**config.mk**
```make
export PLATFORM = sky130hd
export DESIGN_NAME = or1200_alarm_resp
export DESIGN_NICKNAME = d
export VERILOG_FILES = /design/src/rtl/or1200_alarm_pkg.sv /design/src/rtl/or1200_alarm_filter.sv /design/src/rtl/or1200_alarm_resp.sv
export SDC_FILE = /design/constraint.sdc
export NUM_CORES = 1
export LEC_CHECK = 0
export CAP_MARGIN = 20
export CORE_MARGIN = 1
export CORE_UTILIZATION = 30
export DETAILED_ROUTE_END_ITERATION = 10
export HOLD_SLACK_MARGIN = 0.12
export PLACE_DENSITY = 0.57
export SYNTH_ARGS = -nofsm -noshare
export SYNTH_HDL_FRONTEND = slang
export SYNTH_HIERARCHICAL = 1
export SYNTH_SLANG_ARGS = --single-unit
```
**constraint.sdc**
```tcl
create_clock -name clk -period 3.6 [get_ports clk]
set_input_delay 1.08 -clock clk [delete_from_list [all_inputs] [get_ports clk]]
set_output_delay 1.08 -clock clk [all_outputs]
set_load 0.01 [all_outputs]
```
**src/rtl/or1200_alarm_pkg.sv**
```systemverilog
// Shared types and constants for the OR1200 alarm response block.
package or1200_alarm_pkg;

  localparam int unsigned CHK_W   = 6;
  localparam int unsigned STATE_W = 3;
  localparam int unsigned FILT_W  = 4;
  localparam int unsigned CNT_W   = 8;

  // Bit positions within chk_ok / syndrome
  localparam int unsigned CHK_SUPV_CONSISTENT = 0;
  localparam int unsigned CHK_DMMU_FAULT_OK   = 1;
  localparam int unsigned CHK_IMMU_FAULT_OK   = 2;
  localparam int unsigned CHK_MMUS_OK         = 3;
  localparam int unsigned CHK_PIPELINE_OK     = 4;
  localparam int unsigned CHK_SR_OK           = 5;

  typedef enum logic [STATE_W-1:0] {
    ST_IDLE     = 3'd0,
    ST_FILTER   = 3'd1,
    ST_REQ      = 3'd2,
    ST_WAIT_CLR = 3'd3,
    ST_LOCK     = 3'd4
  } alarm_state_e;

endpackage

```
**src/rtl/or1200_alarm_filter.sv**
```systemverilog
// Fault persistence counter: pass rises on the FILTER_CYCLES-th consecutive fault cycle.
module or1200_alarm_filter
  import or1200_alarm_pkg::*;
#(
  parameter int unsigned FILTER_CYCLES = 1
) (
  input  logic clk,
  input  logic rst_n,
  input  logic fault,
  input  logic restart,
  output logic pass
);

  logic [FILT_W-1:0] cnt_q, cnt_d;

  // Counter holds the number of fault cycles already seen; restart keeps it idle.
  always_comb begin
    cnt_d = '0;
    pass  = fault && !restart && (cnt_q == FILT_W'(FILTER_CYCLES - 1));
    if (fault && !restart && !pass) begin
      cnt_d = cnt_q + FILT_W'(1);
    end
  end

  always_ff @(posedge clk or negedge rst_n) begin
    if (!rst_n) begin
      cnt_q <= '0;
    end else begin
      cnt_q <= cnt_d;
    end
  end

endmodule

```
**src/rtl/or1200_alarm_resp.sv**
```systemverilog
// Alarm response FSM: filters checker faults, raises an exception and tracks syndromes.
// Optional lockdown state enabled by defining OR1200_ALARM_LOCKDOWN_EN.
module or1200_alarm_resp
  import or1200_alarm_pkg::*;
#(
  parameter int unsigned FILTER_CYCLES = 1,
  parameter int unsigned LOCK_THRESH   = 4
) (
  input  logic               clk,
  input  logic               rst_n,
  input  logic [CHK_W-1:0]   chk_ok,
  input  logic               supv,
  input  logic               clr,
  input  logic               except_ack,
  output logic               except_req,
  output logic [CHK_W-1:0]   syndrome,
  output logic [CHK_W-1:0]   syndrome_acc,
  output logic [CNT_W-1:0]   alarm_cnt,
  output logic               cpu_halt,
  output logic [STATE_W-1:0] state_o
);

`ifdef OR1200_ALARM_LOCKDOWN_EN
  localparam bit LOCK_EN = 1'b1;
`else
  localparam bit LOCK_EN = 1'b0;
`endif

  alarm_state_e     state_q, state_d;
  logic             except_req_q, except_req_d;
  logic [CHK_W-1:0] syndrome_q, syndrome_d;
  logic [CHK_W-1:0] acc_q, acc_d;
  logic [CNT_W-1:0] alarm_cnt_q, alarm_cnt_d;
  logic             fault;
  logic             restart;
  logic             pass;

  assign fault   = ~&chk_ok;
  assign restart = (state_q != ST_IDLE) && (state_q != ST_FILTER);

  or1200_alarm_filter #(
    .FILTER_CYCLES(FILTER_CYCLES)
  ) u_filter (
    .clk    (clk),
    .rst_n  (rst_n),
    .fault  (fault),
    .restart(restart),
    .pass   (pass)
  );

  // Next state and registered-output values
  always_comb begin
    state_d     = state_q;
    syndrome_d  = syndrome_q;
    acc_d       = acc_q | ~chk_ok;
    alarm_cnt_d = alarm_cnt_q;

    unique case (state_q)
      ST_IDLE: begin
        if (pass) begin
          state_d = ST_REQ;
        end else if (fault) begin
          state_d = ST_FILTER;
        end
      end
      ST_FILTER: begin
        if (pass) begin
          state_d = ST_REQ;
        end else if (!fault) begin
          state_d = ST_IDLE;
        end
      end
      ST_REQ: begin
        if (except_ack) begin
          if (LOCK_EN && (alarm_cnt_q >= CNT_W'(LOCK_THRESH))) begin
            state_d = ST_LOCK;
          end else begin
            state_d = ST_WAIT_CLR;
          end
        end
      end
      ST_WAIT_CLR: begin
        if (clr && supv) begin
          state_d    = ST_IDLE;
          syndrome_d = '0;
        end
      end
      ST_LOCK: begin
        state_d = ST_LOCK;
      end
      default: begin
        state_d = ST_IDLE;
      end
    endcase

    // pass can only assert from IDLE/FILTER, so this is exactly entry to REQ
    if (pass) begin
      syndrome_d = ~chk_ok;
      if (alarm_cnt_q != '1) begin
        alarm_cnt_d = alarm_cnt_q + CNT_W'(1);
      end
    end

    except_req_d = (state_d == ST_REQ);
  end

  always_ff @(posedge clk or negedge rst_n) begin
    if (!rst_n) begin
      state_q      <= ST_IDLE;
      except_req_q <= 1'b0;
      syndrome_q   <= '0;
      acc_q        <= '0;
      alarm_cnt_q  <= '0;
    end else begin
      state_q      <= state_d;
      except_req_q <= except_req_d;
      syndrome_q   <= syndrome_d;
      acc_q        <= acc_d;
      alarm_cnt_q  <= alarm_cnt_d;
    end
  end

`ifdef OR1200_ALARM_LOCKDOWN_EN
  logic cpu_halt_q, cpu_halt_d;

  assign cpu_halt_d = (state_d == ST_LOCK);

  always_ff @(posedge clk or negedge rst_n) begin
    if (!rst_n) begin
      cpu_halt_q <= 1'b0;
    end else begin
      cpu_halt_q <= cpu_halt_d;
    end
  end

  assign cpu_halt = cpu_halt_q;
`else
  assign cpu_halt = 1'b0;
`endif

  assign except_req   = except_req_q;
  assign syndrome     = syndrome_q;
  assign syndrome_acc = acc_q;
  assign alarm_cnt    = alarm_cnt_q;
  assign state_o      = STATE_W'(state_q);

endmodule

```
==> impl_metrics.toml <==
[placement]
dp_hpwl_mm = 1.86
gp_congestion = 0.767
numPortBuffers = 34
place_area_mm2 = 0.00166
dpl.cell_count = 198

[power]
power.density_mw_per_mm2 = 660
cellLeakagePower_uw = 0.000742
irDropWorstVdd_uv = 337

[sta]
hold_violations = 0
setup_viol = 0
skew_ns = 0.00569
drv_slew = 0
tns_ns = 0
finalCritPeriodShare_pct = 78.2
min_period_ns = 2.82
rsz0062_at_grt = "false"
fmax_ghz = 0.355
holdWs_ns = 0.479

[die]
coreArea_mm2 = 0.00403
die-area_mm2 = 0.00446
die_w_um = 66.8
dieHeight_um = 66.8
ioPinCount = 36
start_util_pct = 31.3
rows = 23

[status]
status = "finished, final reports clean"

[setup_path]
path_class = "in -> reg"
worst-path-buf-inv = 2
worst_path_most_repeated_cell = "nor2_1"
worst_path_largest_cell_delay_ns = 0.51
cp.arrival_ns = 2.97
cpMaxStageDelayCell = "clkdlybuf4s50_1"
crit_required_ns = 3.76
cp_max_fo = 14
setup.worst_path.end_class = "flop"
critical_path.top_delay_family = "simple AND/OR/NAND/NOR gates"
crit_chain = "clkdlybuf4s50_1 > nand4_1 > or3_1 > nand2b_1 > nor2_1 > buf_4 > nor2_1 > and3_1 > nor2_1"
critPathLaunchType = "primary input"

[global_routing]
grt_usage_pct = 12.3
grt_pass1_wl_mm = 4.08
overflow = 0
antenna_found_initial = 0
grt_start_max_net_pins = 29
grt_pass1_vias = 898

[clock_network]
root_buffer = "clkbuf_8"
tritoncts = "yes"
cts_buffer_depth = 2
clk_pin_slew_worst_paths_ns = 0.09
post_cts_resized = 0
clock_latency_ns = 0.27
h-tree-depth = 1
cts_inserted_buffers = 3
clock_sinks = 28
post_cts.repair.setup_buffers = 0
cts_hold_buf = 0

[final_layout]
fin_cells = 202
nNetsFinal = 167
final_area_mm2 = 0.00173
drive_gt1_share_pct = 5.92
area_growth_pct = 37.5
regArea_um2 = 701
n_fill_cell = 382
multi_input_area_um2 = 509
diodes = 0

[hold_path]
hold_path_class = "reg -> reg"

[yosys]
netlist_area_mm2 = 0.00126
yosysSeqAreaShare_pct = 55.6
synth_enable_flop_cells = 0
synth.cells.most_frequent = "28 x dfrtp_1, 13 x nor2_1, 9 x inv_1"
ys_types = 35
synth_most_common_cell = "dfrtp_1"
synth_ff_type = "dfrtp_1"
synth_top_family_by_area = "simple AND/OR/NAND/NOR gates"
synthAdderAreaFrac_pct = 2.98
syn_area_per_cell_um2 = 11.0
synth_top_area_share_pct = 55.6
synth_compound_area_share_pct = 6.45
synth_xor_area_share_pct = 1.39
synth_seq_cells = 28
synth-async-reset-ratio_pct = 100
synthMuxAreaShare_pct = 9.14
yosys.area_share.simple_pct = 20.2
synth_nets = 129
yosys-top-cells-area = "dfrtp_1 56%, mux2i_1 5.6%, nand2b_1 4.0%"
yosys.area.top_type = "dfrtp_1"
yosys_warnings = 6
syn_inst = 115

[detailed_routing]
drt-total-wl_mm = 2.49
drtIter0Drc = 30
antenna_left = 0
drtPass1Iterations = 4
drt-wirelength-per-cell_um = 12.3
viasPerCell = 4.75
via_count = 960
drc = 0

[job]
max-cap-violations = 0
==> cell families after synthesis <==
kind of cell / after synthesis
AND/OR/NAND/NOR: 45
flip-flops: 28
AO/OA/AOI/OAI: 13
buffers and inverters: 12
multiplexers: 11
adder cells (fa/ha/maj): 3
XOR/XNOR: 2
other: 1
==> path summary, 6_finish.rpt <==
| kind | start | endpoint | slack (ns) | cells after the start |
|---|---|---|---|---|
| max reg2reg | state_o[1] | alarm_cnt[5] | 1.60 | 6 |
| max | chk_ok[4] | syndrome[0] | 0.78 | 9 |
| min reg2reg | syndrome_acc[0] | syndrome_acc[0] | 0.48 | 1 |
| min in group asynchronous | rst_n | alarm_cnt[3] | 1.17 | 2 |
| min | syndrome_acc[0] | syndrome_acc[0] | 0.48 | 1 |
| max in group asynchronous | rst_n | syndrome[5] | 2.16 | 2 |
==> cell usage in the layout (no fill, tap or decap) <==
master / instances
dfrtp_1: 28
clkdlybuf4s50_1: 34
mux2_2: 1
a22o_1: 1
a211oi_1: 1
nand2_1: 3
a31oi_1: 2
bufinv_16: 1
inv_1: 9
and3_1: 3
nor2b_1: 1
xor2_1: 1
or2_1: 1
and4b_1: 1
nand4_1: 4
xnor2_1: 1
mux2_1: 3
o21ai_1: 1
nor2_1: 13
a21oi_1: 4
nor3b_1: 2
nor3_1: 2
buf_4: 2
nand2b_4: 1
nand3_1: 2
and4_1: 1
clkbuf_8: 3
or2_2: 1
nand2b_1: 8
mux2i_1: 7
nand3b_1: 1
or3_1: 1
conb_1: 1
o21ai_0: 2
ha_1: 3
a41oi_1: 2
==> flip-flops by register name, summed over array words and instances, names as in the netlist <==
register,cells
state_o,3
syndrome,6
u_filter/cnt_q,4
syndrome_acc,6
except_req,1
alarm_cnt,8
==> final cells by class <==
cell class | instances | area share (%)
tap | 50 | 3.61
multi-input combinational | 75 | 29.4
clock inverter | 1 | 1.73
inverter | 9 | 1.95
sequential | 28 | 40.4
clock buffer | 3 | 2.38
timing repair buffer | 36 | 20.5
==> worst register-to-register path, cell delays in order (launching register included) <==
cell	delay [ns]
dfrtp_1	0.47
or2_2	0.34
nand2b_1	0.20
nor2_1	0.19
and3_1	0.25
nand4_1	0.12
mux2_1	0.32
==> where the power goes <==
group | switching (uW) | total, uW | internal [uW]
sequential | 78.7 | 473 | 395
combinational | 186 | 427 | 241
clock | 95.2 | 244 | 149
==> through the flow <==
stage	power [uW]	setup WS [ns]	utilization, %
after global placement	904	0.503	41.2
after CTS	1160	0.769	43.0
after floorplan	683	1.13	-
after global routing	1220	0.640	43.0
final	1140	0.784	43.0
after detailed placement	907	0.466	41.2
==> layer usage <==
| layer | part of all wire (%) | track usage [%] | up-vias |
|---|---|---|---|
| li1 | - | - | 467 |
| met1 | 45 | 15.2 | 470 |
| met2 | 52 | 20.7 | 23 |
| met3 | 3.6 | 2.40 | 0 |
| met4 | 0 | 4.79 | 0 |
| met5 | 0 | 0 | - |
No activity file was read; power rests on OpenSTA's default activity.
